**config.mk**
```make
export PLATFORM = sky130hd
export DESIGN_NAME = edge_event_arbiter_flat
export DESIGN_NICKNAME = d
export VERILOG_FILES = /design/src/rtl/edge_event_arbiter_if.sv /design/src/rtl/edge_event_arbiter.sv /design/src/flat_wrapper.sv
export SDC_FILE = /design/constraint.sdc
export NUM_CORES = 1
export LEC_CHECK = 0
export CAP_MARGIN = 0
export CORE_MARGIN = 3
export CORE_UTILIZATION = 45
export CTS_CLUSTER_DIAMETER = 40
export DETAILED_ROUTE_END_ITERATION = 6
export HOLD_SLACK_MARGIN = 0.02
export PLACE_DENSITY = 0.78
export SYNTH_ARGS = -nofsm -noshare
export SYNTH_HDL_FRONTEND = slang
export SYNTH_SLANG_ARGS = --single-unit
```
**constraint.sdc**
```tcl
create_clock -name clk -period 3.5 [get_ports clk]
set_input_delay 0.35 -clock clk [delete_from_list [all_inputs] [get_ports clk]]
set_output_delay 0.35 -clock clk [all_outputs]
set_load 0.02 [all_outputs]
```
**src/rtl/edge_event_arbiter_if.sv**
```systemverilog
// edge_event_arbiter_if: event delivery bus (valid/id/rise from the arbiter, ready from the consumer)
interface edge_event_arbiter_if #(parameter int IDW = 2) ();
  logic           event_valid;
  logic [IDW-1:0] event_id;
  logic           event_rise;
  logic           event_ready;
  modport master (output event_valid, event_id, event_rise, input event_ready);
  modport slave (input event_valid, event_id, event_rise, output event_ready);
endinterface

```
**src/rtl/edge_event_arbiter.sv**
```systemverilog
// edge_event_arbiter: per-channel edge detect, pending latch and round-robin delivery of one event at a time
// Ports: clk, reset (async, active high), level[N] synchronous inputs, ev (master: event_valid/event_id/
// event_rise out, event_ready in), pending[N], overflow[N] sticky, overflow_clr pulse.
// Define EDGE_ARB_FALLING_EN to also report falling edges; otherwise only rising edges produce events.
module edge_event_arbiter #(
  parameter int N = 4,
  localparam int IDW = $clog2(N)
) (
  input  logic                  clk,
  input  logic                  reset,
  input  logic [N-1:0]          level,
  edge_event_arbiter_if.master  ev,
  output logic [N-1:0]          pending,
  output logic [N-1:0]          overflow,
  input  logic                  overflow_clr
);
  typedef enum logic {IDLE, PRESENT} state_t;
  state_t state, state_d;
  logic [N-1:0] prev, rise_tick, tick, clr_mask;
  logic [IDW-1:0] rr_ptr, sel;
  logic found, take;
  int idx;
  assign rise_tick = level & ~prev;
`ifdef EDGE_ARB_FALLING_EN
  logic [N-1:0] edge_type;
  assign tick = rise_tick | (~level & prev);
`else
  assign tick = rise_tick;
`endif
  // first pending channel at or after rr_ptr, wrapping
  always_comb begin
    found = 1'b0;
    sel = '0;
    idx = 0;
    for (int k = 0; k < N; k++) begin
      idx = int'(rr_ptr) + k;
      idx = idx >= N ? idx - N : idx;
      if (!found && pending[idx]) begin
        found = 1'b1;
        sel = IDW'(idx);
      end
    end
  end
  assign take = (state == IDLE) && |pending;
  assign clr_mask = take ? ({{(N-1){1'b0}}, 1'b1} << sel) : '0;
  always_ff @(posedge clk or posedge reset)
    if (reset) state <= IDLE;
    else state <= state_d;
  always_comb state_d = state == IDLE ? (|pending ? PRESENT : IDLE) : (ev.event_ready ? IDLE : PRESENT);
  always_comb begin
    ev.event_valid = state == PRESENT;
`ifndef EDGE_ARB_FALLING_EN
    ev.event_rise = state == PRESENT;
`endif
  end
  // a new tick beats the clear from selection, and only counts as overflow when the bit stays pending
  always_ff @(posedge clk or posedge reset) begin
    if (reset) begin
      prev <= '0;
      pending <= '0;
      overflow <= '0;
      rr_ptr <= '0;
      ev.event_id <= '0;
`ifdef EDGE_ARB_FALLING_EN
      edge_type <= '0;
      ev.event_rise <= 1'b0;
`endif
    end else begin
      prev <= level;
      pending <= (pending & ~clr_mask) | tick;
      overflow <= (overflow & ~{N{overflow_clr}}) | (tick & pending & ~clr_mask);
`ifdef EDGE_ARB_FALLING_EN
      edge_type <= (edge_type & ~tick) | rise_tick;
      if (take) ev.event_rise <= edge_type[sel];
`endif
      if (take) begin
        ev.event_id <= sel;
        rr_ptr <= sel == IDW'(N - 1) ? '0 : sel + 1'b1;
      end
    end
  end
endmodule

```
**src/flat_wrapper.sv**
```systemverilog
// flat-port wrapper written by rule: the top's interface ports become plain ports
module edge_event_arbiter_flat 
#(
  parameter int N = 4,
  localparam int IDW = $clog2(N)
)
  (clk, reset, level, pending, overflow, overflow_clr, ev_event_valid, ev_event_id, ev_event_rise, ev_event_ready);
  edge_event_arbiter_if #(.IDW(2)) ev_i ();
  input  logic clk;
  input  logic reset;
  input  logic [N-1:0] level;
  output logic [N-1:0] pending;
  output logic [N-1:0] overflow;
  input  logic overflow_clr;
  output wire logic [$bits(ev_i.event_valid)-1:0] ev_event_valid;
  output wire logic [$bits(ev_i.event_id)-1:0] ev_event_id;
  output wire logic [$bits(ev_i.event_rise)-1:0] ev_event_rise;
  input wire logic [$bits(ev_i.event_ready)-1:0] ev_event_ready;
  assign ev_event_valid = ev_i.event_valid;
  assign ev_event_id = ev_i.event_id;
  assign ev_event_rise = ev_i.event_rise;
  assign ev_i.event_ready = ev_event_ready;
  edge_event_arbiter #(.N(N)) u_core (.clk(clk), .reset(reset), .level(level), .ev(ev_i), .pending(pending), .overflow(overflow), .overflow_clr(overflow_clr));
endmodule
```
# After elaboration in Yosys (flattened, before gate mapping)
# Index checks and enable logic that the tools add are counted.
word_totals:
  ff_bits: 17
  latchBits: 0
  ram_bits: 0
  rom_bits: 0
  inputBits: 8
  out_inout_bits: 12
  n_memories: 0
classes:
  add_sub_neg: 8
  n_mul: 0
  div_mod_pow: 0
  n_lt_le_gt_ge: 8
  n_eq_ne: 1
  shifts: 1
  mux: 28
  bitwise: 11
  n_reduce_logical: 8
ops:
  columns: ["cell", "n"]
  rows:
  - ["32-bit by 4-bit < comparator with 1-bit output, second input constant", 4]
  - ["32-bit 2-to-1 mux", 4]
  - ["32-bit by 4-bit >= comparator with 1-bit output, second input constant", 3]
  - ["32-bit by 4-bit subtractor with 32-bit output, second input constant", 3]
  - ["4-bit AND", 5]
  - ["1-bit 2-to-1 mux", 14]
  - ["4-bit NOT", 3]
  - ["2-bit 2-to-1 mux", 5]
  - ["1-bit binary-select mux with 2-bit select", 4]
  - ["4-bit OR", 2]
  - ["2-bit by 2-bit adder with 3-bit output, second input constant", 2]
  - ["1-bit logical AND", 4]
  - ["4-bit 2-to-1 mux", 1]
  - ["4-bit OR reduction", 1]
  - ["1-bit by 2-bit << shifter with 4-bit output, first input constant", 1]
  - ["2-bit by 3-bit subtractor with 4-bit output, second input constant", 1]
  - ["2-bit by 1-bit adder with 3-bit output, second input constant", 1]
  - ["2-bit by 3-bit >= comparator with 1-bit output, second input constant", 1]
  - ["1-bit logical NOT", 3]
  - ["2-bit by 1-bit adder with 2-bit output, second input constant", 1]
  - ["2-bit == test, second input constant", 1]
  - ["1-bit NOT", 1]

# Logic depth before layout (Yosys ltp)
logic_depth:
  depth_word: 20
  ltp_mapped: 7

# Worst setup path after synthesis
# OpenSTA, ideal clock, no wires.
synth_path:
  kind: "register to register"
  from: "register u_core.pending[2]"
  to: "register u_core.overflow[0]"
  arrival_ns: 1.670
  t_required_ns: 3.418
  path_slack_ns: 1.748
  stages_incl_launch_ff: 8
  synth_period_minus_slack_ns: 1.752
  path_cell_list: "dfrtp_1 nor2b_1 o21a_1 or3_1 ha_1 inv_1 o21ai_0 o22ai_1"
synth_between:
  elab_chain_cells: 18
  word_cells_on_any_way: 32
  classes_between: "1 x shift; 20 x mux; 3 x bitwise; 8 x reduce/logical"
synth_lines:
  columns: ["element", "line_no", "source"]
  rows:
  - ["from (decl)", "edge_event_arbiter.sv:13", "output logic [N-1:0] pending,"]
  - ["from (signal assigned)", "edge_event_arbiter.sv:70", "pending <= (pending & ~clr_mask) | tick;"]
  - ["1-bit binary-select mux with 2-bit select", "edge_event_arbiter.sv:38", "if (!found && pending[idx]) begin"]
  - ["1-bit 2-to-1 mux (implied by the code) (2 in series)", "edge_event_arbiter.sv:38", null]
  - ["1-bit 2-to-1 mux", "edge_event_arbiter.sv:38", null]
  - ["1-bit logical NOT", "edge_event_arbiter.sv:38", null]
  - ["1-bit logical AND", "edge_event_arbiter.sv:38", null]
  - ["1-bit 2-to-1 mux", "edge_event_arbiter.sv:38", null]
  - ["1-bit logical NOT", "edge_event_arbiter.sv:38", null]
  - ["1-bit logical AND", "edge_event_arbiter.sv:38", null]
  - ["1-bit 2-to-1 mux", "edge_event_arbiter.sv:38", null]
  - ["1-bit logical NOT", "edge_event_arbiter.sv:38", null]
  - ["1-bit logical AND", "edge_event_arbiter.sv:38", null]
  - ["2-bit 2-to-1 mux", "edge_event_arbiter.sv:38", null]
  - ["1-bit by 2-bit << shifter with 4-bit output", "edge_event_arbiter.sv:45", "assign clr_mask = take ? ({{(N-1){1'b0}}, 1'b1} << sel) : '0;"]
  - ["4-bit 2-to-1 mux (*)", "edge_event_arbiter.sv:45", null]
  - ["4-bit NOT (*)", "edge_event_arbiter.sv:71", "overflow <= (overflow & ~{N{overflow_clr}}) | (tick & pending & ~clr_mask);"]
  - ["4-bit AND (*)", "edge_event_arbiter.sv:71", null]
  - ["4-bit OR (*)", "edge_event_arbiter.sv:71", null]
  - ["to (signal assigned)", "edge_event_arbiter.sv:71", null]
  - ["to (decl)", "edge_event_arbiter.sv:14", "output logic [N-1:0] overflow,"]
# Mark *: on every way between the ends. The rest lies on a longest branch, timed or not. The select of a mux whose other input is x is not followed.
# A chain may end at the register's enable or synchronous reset.

# Worst setup path after layout
# Ends and elaborated chain as after synthesis.

==> results_tabular.tex <==
\begin{tabular}{lr}
\hline
Metric & Value \\
\hline
\multicolumn{2}{l}{\textbf{Run status}} \\
Outcome & completed \\
\multicolumn{2}{l}{\textbf{Power and ir drop}} \\
Net switching power of the design & about 370 uW \\
Final Total Pwr & just over 900 uW \\
Power per cell area & 905 mW/mm2 \\
Part of the total power dissipated in combinational logic & 52.2\% \\
Leakage power & 0.000451 uW \\
Fraction of power consumed by sequential logic & 36.6\% \\
Clock group share of total power & 11.2\% \\
Int Power & between 500 and 600 uW \\
IR drop worst, VDD & 0.483 mV \\
Sw Share & 41.1\% \\
\multicolumn{2}{l}{\textbf{STA}} \\
Final hold vios & 0 \\
Post-route worst hold slack & 0.428 ns \\
Setup repair after global routing missed its margin & false \\
Post-layout min period & around 1.9 ns \\
Share of the clock period used by the worst path & 54.3\% \\
Worst slew slack as a fraction of its limit & 58.0\% \\
Count of endpoints failing setup in the final report & 0 \\
F\_max & 526 MHz \\
Largest clock skew in the final design & 0.00483 ns \\
Slew at the pin with the worst max-slew slack & 0.629 ns \\
Fin. max-slew vios & 0 \\
Final TNS setup & 0 ns \\
\multicolumn{2}{l}{\textbf{Cells and area}} \\
Number of filler instances in the final layout & 127 \\
Count of non-filler cells in the finished layout & 110 \\
Antenna diodes & 0 \\
Fraction of final layout cells with drive strength greater than 1 & 7.45\% \\
Synthesis-to-layout area growth & 29.1\% \\
Number of nets in the final layout & between 100 and 150 \\
Multi-input combinational cell area & 304 um2 \\
Register area & 425 um2 \\
Final design area excluding fillers & 0.00100 mm2 \\
\multicolumn{2}{l}{\textbf{Setup path}} \\
Required time of the worst setup path & 3.66 ns \\
Reg2reg path depth & 7 \\
Kind of start point of the critical path & flop \\
Largest incremental delay on the critical path & 0.44 ns \\
Flop2flop setup slack & 1.60 ns \\
Crit Path Category & flop to flop \\
R2r endpoint & u\_core.overflow[0] \\
Cell Chain, Critical Path & nor2b\_1, a311oi\_1, or2\_1, ha\_1, inv\_1, o21ai\_0, o22ai\_1 \\
CP endpoint kind & flop \\
Standard cell with the maximum stage delay on the critical path & sky130\_fd\_sc\_hd\_\_dfrtp\_1 \\
Arrival time at the worst endpoint & 2.06 ns \\
Launching point of the worst reg2reg path & u\_core.pending[2] \\
Maximum net fanout on the critical path & 6 \\
\multicolumn{2}{l}{\textbf{CTS}} \\
Post-CTS resize count & 0 \\
Clock insertion delay at the later pin of the skew report & 0.29 ns \\
TritonCTS clock tree & yes \\
H-tree lvl count & 1 \\
Hold buffers post-CTS & 0 \\
Register clock-pin slew on the reported worst setup and hold paths & 0.10 ns \\
Clock Tree Root & sky130\_fd\_sc\_hd\_\_clkbuf\_4 \\
Clock Sinks & 17 \\
Maximum clock insertion buffer count & 2 \\
Clock buffers created by TritonCTS & 3 \\
Number of setup buffers added after CTS & 0 \\
\multicolumn{2}{l}{\textbf{Detailed routing}} \\
First-pass DRT Iterations & 4 \\
Total via count in the routed design & 586 \\
Routed via count divided by cell count & 5.33 \\
Detailed-route wire length per cell & 13.5 um \\
Starting DRC count in detailed routing & 12 \\
Final routed DRC violation total & 0 \\
Post-DRT Antenna Nets & 0 \\
Wire length after detailed routing & 1.48 mm \\
\multicolumn{2}{l}{\textbf{Synth}} \\
Cell accounting for the most synthesized area & sky130\_fd\_sc\_hd\_\_dfrtp\_1 \\
Synthesized area per cell & 10.7 um2 \\
Synth Instances & 73 \\
Cell variety after synth & 25 \\
Summed instance area of the synthesized netlist & 778 um2 \\
Fraction of synthesized cell area taken by the top area cell type & 54.7\% \\
Proportion of synthesized chip area in sequential cells & between 50 and 60\% \\
Synth warn & 0 \\
Synthesized netlist net count & 85 \\
Post-synthesis sequential element count & 17 \\
Main area contributors after synthesis & sky130\_fd\_sc\_hd\_\_dfrtp\_1, sky130\_fd\_sc\_hd\_\_ha\_1, sky130\_fd\_sc\_hd\_\_inv\_1, sky130\_fd\_sc\_hd\_\_nand2b\_1, sky130\_fd\_sc\_hd\_\_o21ai\_0 \\
\multicolumn{2}{l}{\textbf{Floorplan}} \\
Core area & 0.00156 mm2 \\
Full die area & 0.00226 mm2 \\
Cell Rows & 14 \\
Die width & 47.6 um \\
Vert. Die Dim & 47.6 um \\
Number of top-level design ports & 20 \\
Effective utilization at floorplan & 49.9\% \\
\multicolumn{2}{l}{\textbf{GRT}} \\
Via count of the first global-routing pass & 583 \\
Global router's overall resource usage & 15.8\% \\
Wire length of the first global-routing pass & approximately 2.5 mm \\
Initial antenna violation count & 0 \\
Largest net degree at the start of global routing & 18 \\
Grt ovf & 0 \\
\multicolumn{2}{l}{\textbf{Placement}} \\
Cell area after placement & 977 um2 \\
Detailed placement HPWL & 1.16 mm \\
IO buf count & 19 \\
Gpl congestion & between 0.8 and 0.9 \\
Cells after DPL & 106 \\
\multicolumn{2}{l}{\textbf{Worst hold path}} \\
Tightest Hold Check Type & input port to async pin \\
\multicolumn{2}{l}{\textbf{Run}} \\
Max-capacitance violation count & 0 \\
\hline
\end{tabular}
==> critical path, delay by kind of cell (launching register included) <==
kind / cells / cell delay (ns)
compound gates: 3 / 0.80
fa+ha+maj: 1 / 0.14
simple gates: 2 / 0.36
flops: 1 / 0.44
buf+inv: 1 / 0.03
==> per-stage QoR <==
stage / worst slack [ns] / utilization [%]
final: 1.60 / 64.4
after global routing: 1.41 / 64.4
after CTS: 1.60 / 64.4
after detailed placement: 1.62 / 62.7
after global placement: 1.72 / 62.7
after floorplan: 1.75 / -
==> power groups by stage <==
| stage | clock network (uW) | logic (uW) | registers (uW) |
|---|---|---|---|
| after global routing | 117 | 524 | 344 |
| after floorplan | 0 | 263 | 375 |
| after CTS | 107 | 479 | 332 |
| after global placement | 0 | 467 | 334 |
| final | 102 | 474 | 333 |
| after detailed placement | 0 | 474 | 336 |
==> layer usage <==
layer | wire length, um | global-route usage, % | vias to the layer above
met5 | 0 | 0 | -
met4 | 19 | 4.84 | 0
met3 | 103 | 3.38 | 3
met2 | 705 | 26.5 | 24
met1 | 654 | 20.4 | 270
li1 | - | - | 289
==> Yosys cell counts, drive strengths merged <==
library cell and count:
o21ai 6, or2 2, nor4 1, a21o 1, o41ai 1, a21oi 2, o31ai 1, inv 10
dfrtp 17, buf 1, clkbuf 1, o21bai 1, o22ai 4, nor2 2, nand2b 6, ha 4
nor2b 2, nor3 1, mux2 1, o41a 1, or3 1, o21a 1, a311oi 1, nand2 5
==> layout by cell type, fill, tap and decap left out, drive strengths merged <==
cell type	Yosys	routed
a21o	1	1
a21oi	2	2
a311oi	1	1
clkbuf	1	3
clkdlybuf4s50	0	19
clkinv	0	1
dfrtp	17	17
ha	4	4
inv	10	10
mux2	1	1
nand2	5	5
nand2b	6	6
nor2	2	2
nor2b	2	2
nor3	1	1
nor4	1	1
o21a	1	1
o21ai	6	6
o21bai	1	1
o22ai	4	4
o31ai	1	1
o41a	1	1
o41ai	1	1
or2	2	2
or3	1	1
==> cell type report <==
type	instances	area share [%]
Timing Repair Buffer	19	18.9
Sequential cell	17	42.3
Tap cell	16	1.99
Clock inverter	1	0.498
Multi-Input combinational cell	44	30.3
Inverter	10	3.74
Clock buffer	3	2.24
==> cells by family after synthesis <==
family                     count (synthesis)  synth area share [%]
AOI/OAI and AO/OA                         19                  15.9
adders and majority gates                  4                  6.43
buffers and inverters                     12                  6.27
DFF                                       17                  54.7
muxes                                      1                  1.93
and+or+nand+nor                           20                  14.8
==> registers in the layout, indices dropped and copies added, names as in the netlist <==
| signal | count |
|---|---|
| u_core.prev | 4 |
| u_core.ev.event_id | 2 |
| u_core.overflow | 4 |
| u_core.pending | 4 |
| u_core.rr_ptr | 2 |
| u_core.ev.event_rise | 1 |
==> worst max path at each step <==
stage                                 start            endpoint  cells past startpoint
after floorplan           u_core.pending[2]  u_core.overflow[0]                      7
after global placement    u_core.pending[2]  u_core.overflow[0]                      7
after detailed placement  u_core.pending[2]  u_core.overflow[0]                      7
after CTS                 u_core.pending[2]  u_core.overflow[0]                      7
after global routing      u_core.pending[2]  u_core.overflow[0]                      7
final                     u_core.pending[2]  u_core.overflow[0]                      7
Power figures use the tool's default switching activity.
